[src/rtl/md_pkg.sv]
// Shared types and constants for the multiply/divide controller.
package md_pkg;

  typedef enum logic [1:0] {
    IDLE = 2'd0,
    DIV  = 2'd1,
    DONE = 2'd2
  } mdState_e;

  localparam int unsigned DATA_W    = 32;
  localparam int unsigned DIV_ITERS = 32;

  // Divide-by-zero: quotient reads all ones, remainder echoes the dividend.
  localparam logic [DATA_W-1:0] DIVZ_LO = 32'hFFFF_FFFF;

  // Magnitude of a value, treated as two's complement only when isSigned is set.
  function automatic logic [DATA_W-1:0] absVal(input logic [DATA_W-1:0] v, input logic isSigned);
    return (isSigned && v[DATA_W-1]) ? DATA_W'(-v) : v;
  endfunction

endpackage

[src/rtl/md_div_core.sv]
// Iterative restoring radix-2 divider on operand magnitudes, with sign fix on the result.
module md_div_core
  import md_pkg::*;
(
  input  logic              clk,
  input  logic              rst,
  input  logic              load,
  input  logic              step,
  input  logic              signedOp,
  input  logic [DATA_W-1:0] dividend,
  input  logic [DATA_W-1:0] divisor,
  output logic [DATA_W-1:0] quotient_c,
  output logic [DATA_W-1:0] remainder_c
);

  logic [DATA_W-1:0] remQ, quoQ, divQ;
  logic              negQuoQ, negRemQ;

  logic [DATA_W:0]   remShift;
  logic [DATA_W:0]   trial;
  logic [DATA_W-1:0] remNext, quoNext;

  // One step: shift the next dividend bit into the remainder and try to subtract.
  assign remShift = {remQ, quoQ[DATA_W-1]};
  assign trial    = remShift - {1'b0, divQ};
  assign remNext  = trial[DATA_W] ? remShift[DATA_W-1:0] : trial[DATA_W-1:0];
  assign quoNext  = {quoQ[DATA_W-2:0], ~trial[DATA_W]};

  // Results reflect the step in flight so the final step can be captured directly.
  assign quotient_c  = negQuoQ ? DATA_W'(-quoNext) : quoNext;
  assign remainder_c = negRemQ ? DATA_W'(-remNext) : remNext;

  always_ff @(posedge clk) begin
    if (rst) begin
      remQ    <= '0;
      quoQ    <= '0;
      divQ    <= '0;
      negQuoQ <= 1'b0;
      negRemQ <= 1'b0;
    end else if (load) begin
      remQ    <= '0;
      quoQ    <= absVal(dividend, signedOp);
      divQ    <= absVal(divisor, signedOp);
      negQuoQ <= signedOp & (dividend[DATA_W-1] ^ divisor[DATA_W-1]);
      negRemQ <= signedOp & dividend[DATA_W-1];
    end else if (step) begin
      remQ <= remNext;
      quoQ <= quoNext;
    end
  end

endmodule

[src/rtl/md_ctrl.sv]
// Execute-stage multiply/divide controller: FSM, single-cycle multiply, HI/LO result registers.
module md_ctrl
  import md_pkg::*;
#(
  parameter int unsigned DIV_ITERS = md_pkg::DIV_ITERS
) (
  input  logic        clk,
  input  logic        rst,
  input  logic        startE,
  input  logic        is_divE,
  input  logic        signedE,
  input  logic [31:0] srcaE,
  input  logic [31:0] srcbE,
  input  logic        cancelE,
  output logic        stall_mdE,
  output logic        md_doneE,
  output logic [31:0] hi_o,
  output logic [31:0] lo_o
);

  localparam int unsigned CNT_W = $clog2(DIV_ITERS + 1);

  mdState_e          state;
  logic [CNT_W-1:0]  cnt;
  logic [63:0]       product_c;
  logic              goE_c, divLoad_c, divStep_c, lastStep_c;
  logic [DATA_W-1:0] quotient_c, remainder_c;

  assign goE_c      = startE & ~cancelE;
  assign divLoad_c  = (state == IDLE) & goE_c & is_divE & (srcbE != '0);
  assign divStep_c  = (state == DIV) & ~cancelE;
  assign lastStep_c = (cnt == CNT_W'(DIV_ITERS - 1));

  assign product_c = {{32{signedE & srcaE[31]}}, srcaE} * {{32{signedE & srcbE[31]}}, srcbE};

  // Stall must respond in the issuing cycle, so it is decoded from state and live inputs.
  always_comb begin
    stall_mdE = 1'b0;
    md_doneE  = 1'b0;
    if (!rst) begin
      unique case (state)
        IDLE:    stall_mdE = goE_c;
        DIV:     stall_mdE = ~cancelE;
        DONE:    md_doneE  = ~cancelE;
        default: ;
      endcase
    end
  end

  md_div_core u_div (
    .clk        (clk),
    .rst        (rst),
    .load       (divLoad_c),
    .step       (divStep_c),
    .signedOp   (signedE),
    .dividend   (srcaE),
    .divisor    (srcbE),
    .quotient_c (quotient_c),
    .remainder_c(remainder_c)
  );

  always_ff @(posedge clk) begin
    if (rst) begin
      state <= IDLE;
      cnt   <= '0;
      hi_o  <= '0;
      lo_o  <= '0;
    end else begin
      unique case (state)
        IDLE: begin
          if (goE_c) begin
            if (!is_divE) begin
              {hi_o, lo_o} <= product_c;
              state        <= DONE;
            end else if (srcbE == '0) begin
              hi_o  <= srcaE;
              lo_o  <= DIVZ_LO;
              state <= DONE;
            end else begin
              cnt   <= '0;
              state <= DIV;
            end
          end
        end
        DIV: begin
          if (cancelE) begin
            state <= IDLE;
          end else begin
            cnt <= cnt + CNT_W'(1);
            if (lastStep_c) begin
              hi_o  <= remainder_c;
              lo_o  <= quotient_c;
              state <= DONE;
            end
          end
        end
        DONE:    state <= IDLE;
        default: state <= IDLE;
      endcase
    end
  end

endmodule

[config.mk]
export PLATFORM = sky130hd
export DESIGN_NAME = md_ctrl
export DESIGN_NICKNAME = d
export VERILOG_FILES = /design/src/rtl/md_pkg.sv /design/src/rtl/md_div_core.sv /design/src/rtl/md_ctrl.sv
export SDC_FILE = /design/constraint.sdc
export NUM_CORES = 2
export LEC_CHECK = 0
export ABC_AREA = 1
export CAP_MARGIN = 20
export CORE_MARGIN = 4
export CORE_UTILIZATION = 60
export DETAILED_ROUTE_END_ITERATION = 7
export PLACE_DENSITY = 0.85
export SETUP_SLACK_MARGIN = 0.02
export SYNTH_ARGS = -nofsm -noshare
export SYNTH_HDL_FRONTEND = slang
export SYNTH_SLANG_ARGS = --single-unit
export TNS_END_PERCENT = 20
[constraint.sdc]
create_clock -name clk -period 13.3 [get_ports clk]
set_input_delay 2.66 -clock clk [delete_from_list [all_inputs] [get_ports clk]]
set_output_delay 2.66 -clock clk [all_outputs]
set_load 0.005 [all_outputs]
=== Word level (Yosys, flattened, before mapping) ===
Cells that the tools add are included.

* Bits in latches: 0
* Word-level logic and storage cells: 82
* Memory bits (read-only): 0
* Memories: 0
* Memory bits (writable): 0
* Output and inout port bits: 66
* Register bits after elaboration: 170

* $lt $le $gt $ge: 0
* Add/subtract/negate cells: 6
* Bitwise logic cells: 11
* Muxes and demuxes: 34
* Div/mod/pow operators: 0
* Shifts and indexed selects: 0
* Multipliers: 1
* Reductions and logical operators: 11
* Equal/unequal tests: 10

{| class="wikitable"
|+ Operators with widths
! cell !! number
|-
| $mux 32 || 17
|-
| $neg 32->32 || 4
|-
| $pmux 32 s2 || 2
|-
| $mul 33x33->64 || 1
|-
| $sub 33x32->33 || 1
|-
| $logic_not 32->1 || 1
|-
| $reduce_bool 32->1 || 1
|-
| $mux 6 || 4
|-
| $pmux 6 s2 || 1
|-
| $mux 2 || 5
|-
| $ne 2x2->1 const B || 5
|-
| $reduce_and 5->1 || 2
|-
| $and 1x1->1 || 8
|-
| $add 6x1->6 const B || 1
|-
| $eq 6x5->1 const B || 1
|-
| $pmux 2 s2 || 1
|-
| $reduce_bool 2->1 || 2
|-
| $mux 1 || 3
|-
| $ne 3x2->1 const B || 1
|-
| $ne 3x3->1 const B || 1
|-
| $eq 2x1->1 const B || 1
|-
| $eq 2x2->1 const B || 1
|-
| $logic_and 1x1->1 || 2
|-
| $logic_not 2->1 || 1
|-
| other kinds (5) || 6
|}

=== Depth between registers and ports, before layout ===
* Depth in word-level cells: 7
* Mapped depth: 36

=== Hierarchy ===
A second synthesis with hierarchy kept.

* Cells, all modules: 7346
* Area total of the unflattened synthesis: 53715.3 µm²

{| class="wikitable"
|+ Modules (own cells, without submodules)
! module !! cells an instance !! area an instance (µm²) !! seq. area each (µm²) !! instances
|-
| md_ctrl || 5541 || 43440.4 || 1441.4 || 1
|-
| md_div_core || 1805 || 10274.9 || 1961.9 || 1
|}

=== Least setup slack after synthesis ===
No wires, ideal clock.

* Path kind: input -> register
* Start: in srcaE[31]
* End: reg hi_o[26]
* Required time: 13.181 ns
* Stages: 29
* Setup slack: 2.736 ns
* Arrival time: 10.444 ns
* Path through: clkbuf_1 nand2_1 clkbuf_1 clkbuf_1 buf_1 clkbuf_1 nor2_1 fa_1 fa_1 fa_1 fa_1 inv_1 fa_1 inv_1 fa_1 inv_1 fa_1 fa_1 inv_1 ha_1 a21oi_1 inv_1 a31oi_1 o21ai_0 a221oi_1 a31o_2 nand3_1 a21oi_1 a21oi_1

* Cells in the longest elaborated chain, start to end: 5

{| class="wikitable"
|+ Ends and longest elaborated chain
! element !! line !! text
|-
| start: declaration || md_ctrl.sv:12 || <nowiki>input logic [31:0] srcaE,</nowiki>
|-
| $and 1x1->1 || md_ctrl.sv:34 || <nowiki>assign product_c = {{32{signedE & srcaE[31]}}, srcaE} * {{32{signedE & srcbE[31]}}, srcbE};</nowiki>
|-
| $mul 33x33->64 (*) || md_ctrl.sv:34 ||
|-
| $mux 32 (*) || md_ctrl.sv:72 || <nowiki>if (!is_divE) begin</nowiki>
|-
| $mux 32 (*) || md_ctrl.sv:71 || <nowiki>if (goE_c) begin</nowiki>
|-
| $pmux 32 s2 (*) || md_ctrl.sv:69 || <nowiki>unique case (state)</nowiki>
|-
| end signal: assignment || md_ctrl.sv:73 || <nowiki>{hi_o, lo_o} <= product_c;</nowiki>
|-
| end signal: assignment || md_ctrl.sv:76 || <nowiki>hi_o <= srcaE;</nowiki>
|-
| end signal: assignment || md_ctrl.sv:91 || <nowiki>hi_o <= remainder_c;</nowiki>
|-
| end: declaration || md_ctrl.sv:17 || <nowiki>output logic [31:0] hi_o,</nowiki>
|}

Mark *: on every way between the ends. The rest lies on a longest branch, timed or not. The select of a mux whose other input is x is not followed.
A chain may end at the register's enable or synchronous reset.

=== Final worst setup path ===
* Start: in signedE
* End: reg hi_o[14]

* Cells in the longest elaborated chain, start to end: 5
* Elaborated cells on any way between the ends: 6
* Classes of those cells: mul: 1; mux: 3; bitwise: 2

{| class="wikitable"
|+ Ends and longest elaborated chain
! element !! line !! text
|-
| start: declaration || md_ctrl.sv:11 || <nowiki>input logic signedE,</nowiki>
|-
| $and 1x1->1 || md_ctrl.sv:34 ||
|-
| $mul 33x33->64 (*) || md_ctrl.sv:34 ||
|-
| $mux 32 (*) || md_ctrl.sv:72 ||
|-
| $mux 32 (*) || md_ctrl.sv:71 ||
|-
| $pmux 32 s2 (*) || md_ctrl.sv:69 ||
|}

Marks and branches as above.

==> results_dict.tcl <==
set metrics [dict create \
    worst_ep_arrival_time_ns 12.04 \
    endpoint_kind "flip-flop" \
    min_path_type "flip-flop to flip-flop" \
    synth.top_cell.area_share 0.426 \
    netlist.top_cell.by_area "sky130_fd_sc_hd__fa_1" \
    rows 108 \
    yosysWarnings 0 \
    post-route-period-util 0.876 \
    start_util 0.607 \
    syn-cell-area_mm2 0.0529 \
    fp.dieArea_mm2 0.0930 \
    critical_path.reg2reg.startpoint "u_div.quoQ[31]" \
    violations "design-rule violations" \
    htreeDepth 4 \
    synth_seq_area_share 0.0643 \
    clkLatencyLatePin_ns 0.46 \
    synth_async_sr_flop_share 0 \
    critical_path_cell_count 27 \
    final_cell_count_no_fill 8221 \
    wl_per_cell_um 21.1 \
    drc_errors 1 \
    routed-via-count 46800 \
    cts.repair_timing.setup_buffer_count 0 \
    tightest_slew_ns 1.12 \
    ff2ff_setup_slack_ns 8.27 \
    root_buffer "sky130_fd_sc_hd__clkbuf_16" \
    edff_count_synth 0 \
    fin_nets 8497 \
    run_status "finished with violations" \
    fin_area_mm2 0.0556 \
    synth_flop_cell "sky130_fd_sc_hd__dfxtp_1" \
    number_of_search_and_repair_iterations_in_the_first_detailed_routing_pass 8 \
    boundaryPins 136 \
    antenna_found_initial 7 \
    grt_overflow_total 0 \
    dp_hpwl_mm 143 \
    cts.path.max_buffers 2 \
    time_the_worst_path_needs_with_i_o_delays_and_setup_ns 11.65 \
    port_buffers 135 \
    cpLargestDelayFamily "adder cells" \
    setup_total_negative_slack_ns 0 \
    grt_use_total 0.377 \
    cts_hold_buf 0 \
    postCtsResizedCells 0 \
    worst_path_max_stage_delay_ns 0.77 \
    crit_required_ns 13.69 \
    final-setup-viol-count 0 \
    die_w_um 305 \
    max_cap_violations 0 \
    critical_path.startpoint_type "primary input" \
    netlist_instances 7163 \
    placement.cell_area_mm2 0.0549 \
    synth_commonest_cells "sky130_fd_sc_hd__inv_1 (1,960), sky130_fd_sc_hd__nand2_1 (1,717), sky130_fd_sc_hd__fa_1 (1,126)" \
    yosysUniqueCellTypes 60 \
    synth.ff_latch_count 170 \
    synth_most_common_cell "sky130_fd_sc_hd__inv_1" \
    type_of_the_worst_setup_path "primary input to flip-flop" \
    worst_hold_path.num_cells 2 \
    clkTransAtPathRegs_ns 0.08 \
    layout-area-overhead-vs-synth_pct 5.04 \
    via_count_of_the_first_global_routing_pass 49300 \
    hold_start "cnt[2]" \
    grt_setup_unrepaired "false" \
    grt_pass1_wl_mm 273 \
    drive_above_1_share 0.0371 \
    drv_slew 0 \
    total_wire_length_after_detailed_routing_mm 174 \
    die_height_um 305 \
    clock_sink_count 170 \
    r2r-end "lo_o[30]" \
    numPlacedInstances 8183 \
    leading_cell_types_by_total_area_after_synthesis "sky130_fd_sc_hd__fa_1 (43%), sky130_fd_sc_hd__inv_1 (14%), sky130_fd_sc_hd__nand2_1 (12%), sky130_fd_sc_hd__dfxtp_1 (6.4%), sky130_fd_sc_hd__ha_1 (5.9%)" \
    max_slew_margin 0.250 \
    hold_violation_count_in_the_final_report 0 \
    gp_routability_congestion 1.03 \
    timing.critical_path.buf_inv 7 \
    min_to "cnt[2]" \
    drt_first_iter_violations 4504 \
    critical-path-top-cell-by-count "sky130_fd_sc_hd__fa_1" \
    setup_clock_skew_after_layout_ns 0.0141 \
    crit_path_top_delay_cell "sky130_fd_sc_hd__clkdlybuf4s50_1" \
    rr_worst_depth 27 \
    cts_tree "done" \
    drt-vias-per-instance 5.70 \
    antenna_violating_nets_post_route 0 \
    number_of_buffers_created_by_cts 17 \
    fmax_mhz 85.8 \
    largest_net_degree_at_the_start_of_global_routing 91 \
    syn-num-nets 8609 \
    core_area_mm2 0.0872 \
    critPathMaxFanout 12 \
    synth_area_per_cell_um2 7.39 \
]
## cell type report
type	instances	area [um2]
multi-input cells	4661	40700
fillers	7403	31600
inverters	1970	7390
flip-flops and latches	170	3400
repair buffers	231	2040
well taps	1155	1450
clock buffers	17	425
clock inverters	15	156
diodes	2	5.00
## cell families (layout without fill, tap and decap cells)
family / after synthesis / in the layout / synth area share
compound gates: 752 / 752 / 0.0780
fa+ha+maj: 1376 / 1376 / 0.485
buf+inv: 2332 / 2233 / 0.167
flops: 170 / 170 / 0.0643
xor+xnor: 114 / 114 / 0.0189
other cells: 0 / 2 / 0
simple gates: 2419 / 2419 / 0.187
## state kept, by name, summed over array words and instances, names as in the netlist
name / count
u_div.divQ: 32
u_div.negQuoQ: 1
u_div.negRemQ: 1
lo_o: 32
cnt: 6
hi_o: 32
u_div.remQ: 32
state: 2
u_div.quoQ: 32
## placed cells by master, fill, tap and decap left out, drive strengths merged, types with 3 or more instances in the layout
cell type and n:
a21o 9, fa 1126, xnor2 39, clkinvlp 4
o31ai 8, a2bb2oi 3, a22oi 3, a21boi 7
a31o 5, nor4 16, o21bai 16, clkdlybuf4s50 107
buf 120, o21a 4, o211ai 14, nand2 1757
o22ai 5, o21ai 317, a211oi 3, or2 12
nor2 347, a221oi 6, dfxtp 170, inv 1975
and2 6, o221ai 3, a31oi 53, nand4 44
nand3 189, a21oi 288, nor3 35, clkbuf 21
xor2 75, nand3b 11, ha 250, clkinv 6
## stage by stage
step | hold slack [ns] | utilization | setup slack, ns
5_1_grt | 0.495 | 0.638 | 1.38
6_report | 0.478 | 0.638 | 1.65
4_1_cts | 0.473 | 0.636 | 1.80
2_1_floorplan | 0.438 | - | 2.74
3_5_place_dp | 0.461 | 0.630 | 1.35
3_3_place_gp | 0.456 | 0.630 | 1.49
## tightest hold or removal path: stages (launching register included)
cell	delay, ns
sky130_fd_sc_hd__dfxtp_1	0.33
sky130_fd_sc_hd__inv_1	0.05
sky130_fd_sc_hd__a21oi_1	0.05
## routing by layer
layer  wire, um  part of all wire  GRT usage  vias up
met5         24           0.00014          0        -
met4      11200             0.065      0.201        4
met3      17100             0.098     0.0787      654
met2      81000              0.47      0.618     2636
met1      64200              0.37      0.471    23000
li1           -                 -          -    20500
## worst max path at each step
| stage | startpoint | endpoint | slack [ns] |
|---|---|---|---|
| after floorplan | srcaE[31] | hi_o[26] | 2.74 |
| after global placement | signedE | hi_o[21] | 1.49 |
| after detailed placement | signedE | hi_o[21] | 1.35 |
| after CTS | signedE | hi_o[21] | 1.80 |
| after global routing | signedE | hi_o[21] | 1.38 |
| final | signedE | hi_o[14] | 1.65 |
Power is not shown: default switching activity piles up to over one toggle a cycle in this logic, so the estimate is an artifact.
